[config.mk]
export PLATFORM = sky130hd
export DESIGN_NAME = mdp3_stream_ctrl_flat
export DESIGN_NICKNAME = d
export VERILOG_FILES = /design/src/rtl/mdp3_stream_ctrl_if.sv /design/src/rtl/mdp3_stream_ctrl.sv /design/src/flat_wrapper.sv
export SDC_FILE = /design/constraint.sdc
export NUM_CORES = 1
export LEC_CHECK = 0
export CORE_MARGIN = 2
export CORE_UTILIZATION = 44
export DETAILED_ROUTE_END_ITERATION = 10
export PLACE_DENSITY = 0.76
export SLEW_MARGIN = 40
export SYNTH_ARGS = -nofsm -noshare
export SYNTH_HDL_FRONTEND = slang
export SYNTH_SLANG_ARGS = --single-unit
export TNS_END_PERCENT = 1
[constraint.sdc]
create_clock -name clk -period 1.8 [get_ports clk]
set_input_delay 0.36 -clock clk [delete_from_list [all_inputs] [get_ports clk]]
set_output_delay 0.36 -clock clk [all_outputs]
set_load 0.01 [all_outputs]
[src/rtl/mdp3_stream_ctrl_if.sv]
// Bundle of the upstream Avalon-ST qualifiers, FIFO handshake, parser handshake and debug outputs.
// The controller uses the slave modport; the surrounding datapath (or a bench) uses master.
interface mdp3_stream_ctrl_if #(
  parameter int USEDW_W = 8
);
  logic               st_valid;
  logic               st_sop;
  logic               st_eop;
  logic               st_ready;
  logic [USEDW_W-1:0] fifo_usedw;
  logic               fifo_empty;
  logic               fifo_full;
  logic               fifo_wrreq;
  logic               fifo_rdreq;
  logic               fifo_sclr;
  logic               flush;
  logic               ob_enable;
  logic               word_valid;
  logic               word_take;
  logic               overflow_err;
  logic               frame_err;
  logic [31:0]        pkt_count;
  logic [31:0]        words_out;

  modport master (
    output st_valid, st_sop, st_eop, fifo_usedw, fifo_empty, fifo_full, fifo_wrreq,
           flush, ob_enable, word_take,
    input  st_ready, fifo_rdreq, fifo_sclr, word_valid, overflow_err, frame_err,
           pkt_count, words_out
  );

  modport slave (
    input  st_valid, st_sop, st_eop, fifo_usedw, fifo_empty, fifo_full, fifo_wrreq,
           flush, ob_enable, word_take,
    output st_ready, fifo_rdreq, fifo_sclr, word_valid, overflow_err, frame_err,
           pkt_count, words_out
  );
endinterface

[src/rtl/mdp3_stream_ctrl.sv]
// MDP3 stream controller: st_ready watermark hysteresis, FIFO read sequencing into the parser,
// flush handling, sticky framing/overflow flags and wrapping statistics counters.
module mdp3_stream_ctrl #(
  parameter int USEDW_W = 8,
  parameter int AF_HI   = 240,
  parameter int AF_LO   = 192
) (
  input  logic              clk,
  input  logic              reset,
  mdp3_stream_ctrl_if.slave bus
);

  localparam logic [1:0] S_IDLE  = 2'd0;
  localparam logic [1:0] S_FETCH = 2'd1;
  localparam logic [1:0] S_DATA  = 2'd2;
  localparam logic [1:0] S_CLEAR = 2'd3;

  localparam logic [USEDW_W-1:0] AF_HI_LVL = USEDW_W'(AF_HI);
  localparam logic [USEDW_W-1:0] AF_LO_LVL = USEDW_W'(AF_LO);

  logic [1:0]  state_q, state_d;
  logic        hold_q, hold_d;
  logic        in_pkt_q, in_pkt_d;
  logic        st_ready_q, st_ready_d;
  logic        word_valid_q, word_valid_d;
  logic        sclr_q, sclr_d;
  logic        overflow_q, overflow_d;
  logic        frame_err_q, frame_err_d;
  logic [31:0] pkt_count_q, pkt_count_d;
  logic [31:0] words_out_q, words_out_d;
  logic        can_read;
  logic        rdreq;
  logic        accepted;

  always_comb begin
    can_read = !bus.fifo_empty && bus.ob_enable && !bus.flush;
    state_d  = state_q;
    rdreq    = 1'b0;
    case (state_q)
      S_IDLE: begin
        if (can_read) begin
          rdreq   = 1'b1;
          state_d = S_FETCH;
        end
      end
      S_FETCH: state_d = S_DATA;
      S_DATA: begin
        // A held word keeps q stable: no read until the parser takes it.
        if (bus.word_take) begin
          if (can_read) rdreq = 1'b1;
          else          state_d = S_IDLE;
        end
      end
      default: state_d = S_IDLE;
    endcase
    if (bus.flush) begin
      state_d = S_CLEAR;
      rdreq   = 1'b0;
    end
  end

  always_comb begin
    hold_d = hold_q;
    if (bus.fifo_full || (bus.fifo_usedw >= AF_HI_LVL))
      hold_d = 1'b1;
    else if (bus.fifo_usedw <= AF_LO_LVL)
      hold_d = 1'b0;

    st_ready_d   = !hold_d && (state_d != S_CLEAR);
    word_valid_d = (state_d == S_DATA);
    sclr_d       = (state_d == S_CLEAR);

    words_out_d = words_out_q;
    if ((state_q == S_DATA) && bus.word_take)
      words_out_d = words_out_q + 32'd1;

    overflow_d = overflow_q || (bus.fifo_wrreq && bus.fifo_full);

    // SOP+EOP in one beat is a complete packet and leaves in_pkt clear.
    accepted    = bus.st_valid && st_ready_q;
    in_pkt_d    = in_pkt_q;
    frame_err_d = frame_err_q;
    pkt_count_d = pkt_count_q;
    if (accepted) begin
      if ((bus.st_sop && in_pkt_q) || (bus.st_eop && !bus.st_sop && !in_pkt_q))
        frame_err_d = 1'b1;
      if (bus.st_eop) begin
        in_pkt_d    = 1'b0;
        pkt_count_d = pkt_count_q + 32'd1;
      end else if (bus.st_sop) begin
        in_pkt_d = 1'b1;
      end
    end
  end

  always_ff @(posedge clk) begin
    if (reset) begin
      state_q      <= S_IDLE;
      hold_q       <= 1'b0;
      in_pkt_q     <= 1'b0;
      st_ready_q   <= 1'b0;
      word_valid_q <= 1'b0;
      sclr_q       <= 1'b1;
      overflow_q   <= 1'b0;
      frame_err_q  <= 1'b0;
      pkt_count_q  <= 32'd0;
      words_out_q  <= 32'd0;
    end else begin
      state_q      <= state_d;
      hold_q       <= hold_d;
      in_pkt_q     <= in_pkt_d;
      st_ready_q   <= st_ready_d;
      word_valid_q <= word_valid_d;
      sclr_q       <= sclr_d;
      overflow_q   <= overflow_d;
      frame_err_q  <= frame_err_d;
      pkt_count_q  <= pkt_count_d;
      words_out_q  <= words_out_d;
    end
  end

  assign bus.fifo_rdreq   = rdreq && !reset;
  assign bus.st_ready     = st_ready_q;
  assign bus.word_valid   = word_valid_q;
  assign bus.fifo_sclr    = sclr_q;
  assign bus.overflow_err = overflow_q;
  assign bus.frame_err    = frame_err_q;
  assign bus.pkt_count    = pkt_count_q;
  assign bus.words_out    = words_out_q;

endmodule

[src/flat_wrapper.sv]
// flat-port wrapper written by rule: the top's interface ports become plain ports
module mdp3_stream_ctrl_flat 
#(
  parameter int USEDW_W = 8,
  parameter int AF_HI   = 240,
  parameter int AF_LO   = 192
)
  (clk, reset, bus_st_valid, bus_st_sop, bus_st_eop, bus_fifo_usedw, bus_fifo_empty, bus_fifo_full, bus_fifo_wrreq, bus_flush, bus_ob_enable, bus_word_take, bus_st_ready, bus_fifo_rdreq, bus_fifo_sclr, bus_word_valid, bus_overflow_err, bus_frame_err, bus_pkt_count, bus_words_out);
  mdp3_stream_ctrl_if #(.USEDW_W(USEDW_W)) bus_i ();
  input  logic clk;
  input  logic reset;
  input wire logic [$bits(bus_i.st_valid)-1:0] bus_st_valid;
  input wire logic [$bits(bus_i.st_sop)-1:0] bus_st_sop;
  input wire logic [$bits(bus_i.st_eop)-1:0] bus_st_eop;
  input wire logic [$bits(bus_i.fifo_usedw)-1:0] bus_fifo_usedw;
  input wire logic [$bits(bus_i.fifo_empty)-1:0] bus_fifo_empty;
  input wire logic [$bits(bus_i.fifo_full)-1:0] bus_fifo_full;
  input wire logic [$bits(bus_i.fifo_wrreq)-1:0] bus_fifo_wrreq;
  input wire logic [$bits(bus_i.flush)-1:0] bus_flush;
  input wire logic [$bits(bus_i.ob_enable)-1:0] bus_ob_enable;
  input wire logic [$bits(bus_i.word_take)-1:0] bus_word_take;
  output wire logic [$bits(bus_i.st_ready)-1:0] bus_st_ready;
  output wire logic [$bits(bus_i.fifo_rdreq)-1:0] bus_fifo_rdreq;
  output wire logic [$bits(bus_i.fifo_sclr)-1:0] bus_fifo_sclr;
  output wire logic [$bits(bus_i.word_valid)-1:0] bus_word_valid;
  output wire logic [$bits(bus_i.overflow_err)-1:0] bus_overflow_err;
  output wire logic [$bits(bus_i.frame_err)-1:0] bus_frame_err;
  output wire logic [$bits(bus_i.pkt_count)-1:0] bus_pkt_count;
  output wire logic [$bits(bus_i.words_out)-1:0] bus_words_out;
  assign bus_i.st_valid = bus_st_valid;
  assign bus_i.st_sop = bus_st_sop;
  assign bus_i.st_eop = bus_st_eop;
  assign bus_i.fifo_usedw = bus_fifo_usedw;
  assign bus_i.fifo_empty = bus_fifo_empty;
  assign bus_i.fifo_full = bus_fifo_full;
  assign bus_i.fifo_wrreq = bus_fifo_wrreq;
  assign bus_i.flush = bus_flush;
  assign bus_i.ob_enable = bus_ob_enable;
  assign bus_i.word_take = bus_word_take;
  assign bus_st_ready = bus_i.st_ready;
  assign bus_fifo_rdreq = bus_i.fifo_rdreq;
  assign bus_fifo_sclr = bus_i.fifo_sclr;
  assign bus_word_valid = bus_i.word_valid;
  assign bus_overflow_err = bus_i.overflow_err;
  assign bus_frame_err = bus_i.frame_err;
  assign bus_pkt_count = bus_i.pkt_count;
  assign bus_words_out = bus_i.words_out;
  mdp3_stream_ctrl #(.USEDW_W(USEDW_W), .AF_HI(AF_HI), .AF_LO(AF_LO)) u_core (.clk(clk), .reset(reset), .bus(bus_i));
endmodule
**Yosys cells after proc, flatten, opt, wreduce, memory -nomap -nowiden**

Cells that the tools add are included.

- RAM bits: 0
- Bits in read-only memories: 0
- Flip-flop bits (word level): 73
- Input port bits: 19
- Logic and storage cells: 56
- Bits in latches: 0
- Memories: 0
- Output and inout port bits: 70

- Add/subtract/negate cells: 2
- Reductions and logical operators: 24
- Bitwise gates (word level): 0
- Equal/unequal tests: 5
- Divide/modulo/power cells: 0
- Multiply operators: 0
- Order comparisons: 2
- Shift-type cells: 0
- Multiplexer cells: 13

Operators with widths:

| operator | number |
|---|---|
| $add A32 B1 Y32 const B | 2 |
| $logic_and A1 B1 Y1 | 10 |
| $ge A8 B8 Y1 const B | 1 |
| $le A8 B8 Y1 const B | 1 |
| $mux W2 | 4 |
| $mux W1 | 7 |
| $eq A2 B2 Y1 const B | 3 |
| $logic_not A1 Y1 | 6 |
| $pmux W2 S3 | 1 |
| $reduce_and A2 Y1 | 3 |
| $logic_or A1 B1 Y1 | 3 |
| $eq A2 B1 Y1 const B | 1 |
| $logic_not A2 Y1 | 1 |
| $ne A2 B2 Y1 const B | 1 |
| $pmux W1 S2 | 1 |
| $reduce_bool A2 Y1 | 1 |

**Longest topological paths before layout**

- Depth in word-level cells: 9
- Gate-level depth with buffers: 8
- Gate-level depth less buffers: 5

**Least setup slack after synthesis**

OpenSTA, ideal clock, no wires.

- Path kind: reg-to-reg
- Start: register u_core.pkt_count_q[3] (netlist: u_core.bus.pkt_count[3])
- End: register u_core.pkt_count_q[29] (netlist: u_core.bus.pkt_count[29])
- Period minus slack after synthesis: 1.924 ns
- Arrival time: 1.803 ns
- Path buffers: 1
- Library setup time: 0.121 ns
- Slack: -0.124 ns
- Stages on the path, launching flop included: 6
- Data required time: 1.679 ns
- Path through: dfxtp_1 -> nand4_1 -> or4_4 -> buf_2 -> nor4_1 -> mux2_2

- Word-level cells in the longest chain between the ends: 1

Ends and longest elaborated chain:

| what | RTL line | source |
|---|---|---|
| from (decl) | mdp3_stream_ctrl.sv:29 | `logic [31:0] pkt_count_q, pkt_count_d;` |
| from (signal assigned) | mdp3_stream_ctrl.sv:117 | `pkt_count_q <= pkt_count_d;` |
| $add A32 B1 Y32 | mdp3_stream_ctrl.sv:89 | `pkt_count_d = pkt_count_q + 32'd1;` |

No other way between the ends.
A chain may end at the register's enable or synchronous reset.

**Worst setup path in the final report**

- Start: input port bus_flush
- End: output port bus_fifo_rdreq

- Word-level cells in the longest chain between the ends: 7

Ends and longest elaborated chain:

| what | RTL line | source |
|---|---|---|
| from (decl) | flat_wrapper.sv:19 | `input wire logic [$bits(bus_i.flush)-1:0] bus_flush;` |
| $logic_not A1 Y1 | mdp3_stream_ctrl.sv:36 | `can_read = !bus.fifo_empty && bus.ob_enable && !bus.flush;` |
| $logic_and A1 B1 Y1 | mdp3_stream_ctrl.sv:36 |  |
| $mux W1 | mdp3_stream_ctrl.sv:41, mdp3_stream_ctrl.sv:50 |  |
| $mux W1 | mdp3_stream_ctrl.sv:49 | `if (bus.word_take) begin` |
| $pmux W1 S2 | mdp3_stream_ctrl.sv:39 | `case (state_q)` |
| $mux W1 * | mdp3_stream_ctrl.sv:56 | `if (bus.flush) begin` |
| $logic_and A1 B1 Y1 * | mdp3_stream_ctrl.sv:122 | `assign bus.fifo_rdreq = rdreq && !reset;` |
| to (decl) | flat_wrapper.sv:23 | `output wire logic [$bits(bus_i.fifo_rdreq)-1:0] bus_fifo_rdreq;` |

Mark *: on every way between the ends. The rest lies on a longest branch, timed or not.

==> results.py <==
metrics = {
    "run_status": {
        "status": "finished with violations",
        "violations": "negative setup slack",
    },
    "worst_setup_path": {
        "cp_num_buf_inv": 2,
        "cp_slowest_cell": "or4b_4",
        "crit_path_end_kind": "output pin",
        "r2r_cells": 5,
        "cp_cell_sequence": "dlygate4sd2_1 > or4b_4 > nor3_4 > buf_2",
        "cp_slowest_stage_delay_ps": 560,
        "crit_required_ps": 1440,
        "cp.arrival_ps": 1490,
        "startpoint_type": "input port",
        "path_max_fanout": 2,
        "path_depth": 4,
        "criticalPathCategory": "in -> out",
        "critPathTopFamily": "simple AND/OR/NAND/NOR gates",
    },
    "placed_design": {
        "placed_cell_area_sq_um": 4780,
        "gp_congestion": 0.818,
        "place_inst": 624,
        "place_hpwl_microns": 6290,
        "portBuffers": 88,
    },
    "detailed_routing": {
        "antenna_left": 0,
        "drc": 0,
        "via_per_inst": 5.63,
        "avgRoutedWirePerCell_microns": 14.1,
        "drt-initial-drc-count": 115,
        "vias": 3602,
        "detail_route.wirelength_microns": 9030,
        "firstDrtPassIters": 4,
    },
    "synthesis": {
        "synth_warnings": 0,
        "yosys-top-cells-area": "dfxtp_1 43%, o31ai_1 6.4%, or4_1 6.4%",
        "synth_cell_types": 43,
        "yosysTopAreaCell": "dfxtp_1",
        "ys_seq_area_frac": 0.430,
        "dominantRegCellSynth": "dfxtp_1",
        "yosysMostFrequentCell": "dfxtp_1",
        "synth_nets": 416,
        "netlist_instances": 395,
        "syn_area_sq_um": 3400,
        "ys_top_cells_by_count": "73 x dfxtp_1, 43 x a21oi_1, 29 x o31ai_1, 29 x or4_1, 28 x nor2_1",
        "synth_top_area_share": 0.430,
        "ys_seq_elements": 73,
        "async_reset_ff_frac": 0,
        "synth_edf_count": 0,
        "syn_avg_cell_area_sq_um": 8.60,
    },
    "timing": {
        "hold_viol": 0,
        "tns_ps": -85.8,
        "post-route-period-util": 1.03,
        "setup_violations": 3,
        "fin_ws_ps": -47.9,
        "whs_ps": 458,
        "min_period_ps": 1850,
        "rsz0062_at_grt": "true",
        "skew_ps": 9.51,
        "worst_slew_pin_slew_ps": 443,
        "fmax_mhz": 541,
        "slew_headroom": 0.705,
        "slew_violations": 0,
    },
    "global_route": {
        "grt_max_degree": 42,
        "antenna_found_initial": 0,
        "grt_pass1_wl_microns": 15100,
        "overflow": 0,
        "first_global_vias": 3414,
        "gr-usage-all-layers": 0.217,
    },
    "final_layout": {
        "layout.cells.non_filler": 640,
        "fin_area_sq_um": 5090,
        "nets": 555,
        "fillerInstances": 631,
        "drive_gt1_frac": 0.240,
        "area.growth.synth_to_final_pct": 50.0,
        "num_antenna_cells": 0,
    },
    "floorplanning": {
        "die_w_microns": 91.9,
        "core_area_sq_um": 7610,
        "start_util": 0.446,
        "dieArea_sq_um": 8440,
        "row_count": 32,
        "die_h_microns": 91.9,
        "io_pins": 89,
    },
    "worst_hold_path": {
        "hold_class": "in -> reg",
        "hold_path_depth": 3,
    },
    "cts": {
        "cts_hold_buf": 0,
        "cts_tree": "done",
        "cts-root-buf": "clkbuf_8",
        "clock_latency_ps": 340,
        "clkTransAtPathRegs_ps": 60,
        "numCtsBuffers": 9,
        "cts_sinks": 73,
        "h-tree-depth": 3,
        "cts.path.max_buffers": 2,
    },
    "power": {
        "power_density_nw_per_um2": 620,
        "total_leakage_power_nw": 1.81,
        "ir_drop_uv": 397,
        "finalPower_mw": 3.16,
    },
    "job": {
        "maxCapViolations": 0,
    },
}
[stage by stage]
stage,utilization,worst slack (ps)
floorplan,-,-42.4
global placement,0.629,-755
detailed placement,0.629,-860
CTS,0.661,-99.5
global route,0.670,-105
finish,0.670,-47.9
[registers in the layout (all words and copies together), names as in the netlist]
name and cells:
u_core.bus.st_ready 1, u_core.state_q 2, u_core.bus.frame_err 1, u_core.bus.words_out 32, u_core.hold_q 1, u_core.bus.pkt_count 32
u_core.bus.fifo_sclr 1, u_core.bus.overflow_err 1, u_core.in_pkt_q 1, u_core.bus.word_valid 1
[cells by family after synthesis]
| family | count (synthesis) | share of synthesized area |
|---|---|---|
| buffers and inverters | 30 | 0.0372 |
| muxes | 2 | 0.00626 |
| AOI/OAI and AO/OA | 97 | 0.174 |
| adders and majority gates | 2 | 0.00737 |
| and+or+nand+nor | 172 | 0.296 |
| DFF | 73 | 0.430 |
| xor gates and xnor gates | 19 | 0.0490 |
[final cells by class]
cell class	count	area, sq um	share of cell area
repair buffers	151	1360	0.267
clock buffers	12	145	0.0285
clock inverters	3	65.1	0.0128
inverters	7	26.3	0.00516
flip-flops and latches	73	1490	0.293
well taps	102	128	0.0251
multi-input cells	292	1880	0.369
[worst paths after layout]
kind	end	slack [ps]	start
setup / recovery	bus_fifo_rdreq	-50	bus_flush
hold / removal	u_core.bus.word_valid	460	bus_flush
setup reg to reg	u_core.bus.pkt_count[17]	-30	u_core.bus.st_ready
hold reg to reg	u_core.bus.overflow_err	470	u_core.bus.overflow_err
[layer usage]
layer	GRT usage	vias to the layer above	wire length (microns)
li1	-	1769	-
met1	0.267	1727	4080
met2	0.376	94	4450
met3	0.0320	12	346
met4	0.0933	0	151
met5	0	-	0
[placed cells by master, fill, tap and decap left out, types with 11 or more instances in the layout]
cell / n
clkdlybuf4s50_1: 79
buf_4: 59
dfxtp_1: 50
a21oi_1: 40
o31ai_1: 29
nor2_1: 28
nand2_1: 26
or4_1: 24
dfxtp_2: 23
nand4_1: 18
nand3_1: 15
o21ai_0: 15
or3_1: 11
[where the power goes]
| group | total, mW | internal [mW] | switching [mW] | leakage [nW] |
|---|---|---|---|---|
| combinational | 0.149 | 0.0775 | 0.0720 | 1.10 |
| sequential | 1.63 | 1.63 | 0.00740 | 0.601 |
| clock | 1.38 | 0.810 | 0.566 | 0.106 |
| total | 3.16 | 2.51 | 0.646 | 1.81 |
[worst reg2reg max path: cells and delay by family (launching register included)]
| kind | cells | cell delay, ps |
|---|---|---|
| flops | 1 | 350 |
| compound gates | 1 | 130 |
| simple gates | 3 | 1110 |
| buf+inv | 1 | 180 |
[repair_timing]
| item | CTS | global route |
|---|---|---|
| resized for setup | 21 | 25 |
| setup buffers | 0 | 2 |
| pin swaps | 8 | 5 |
| endpoints found under the hold margin | 0 | 0 |
| endpoints found under the setup margin | 21 | 38 |
No activity file was read; power rests on OpenSTA's default activity.
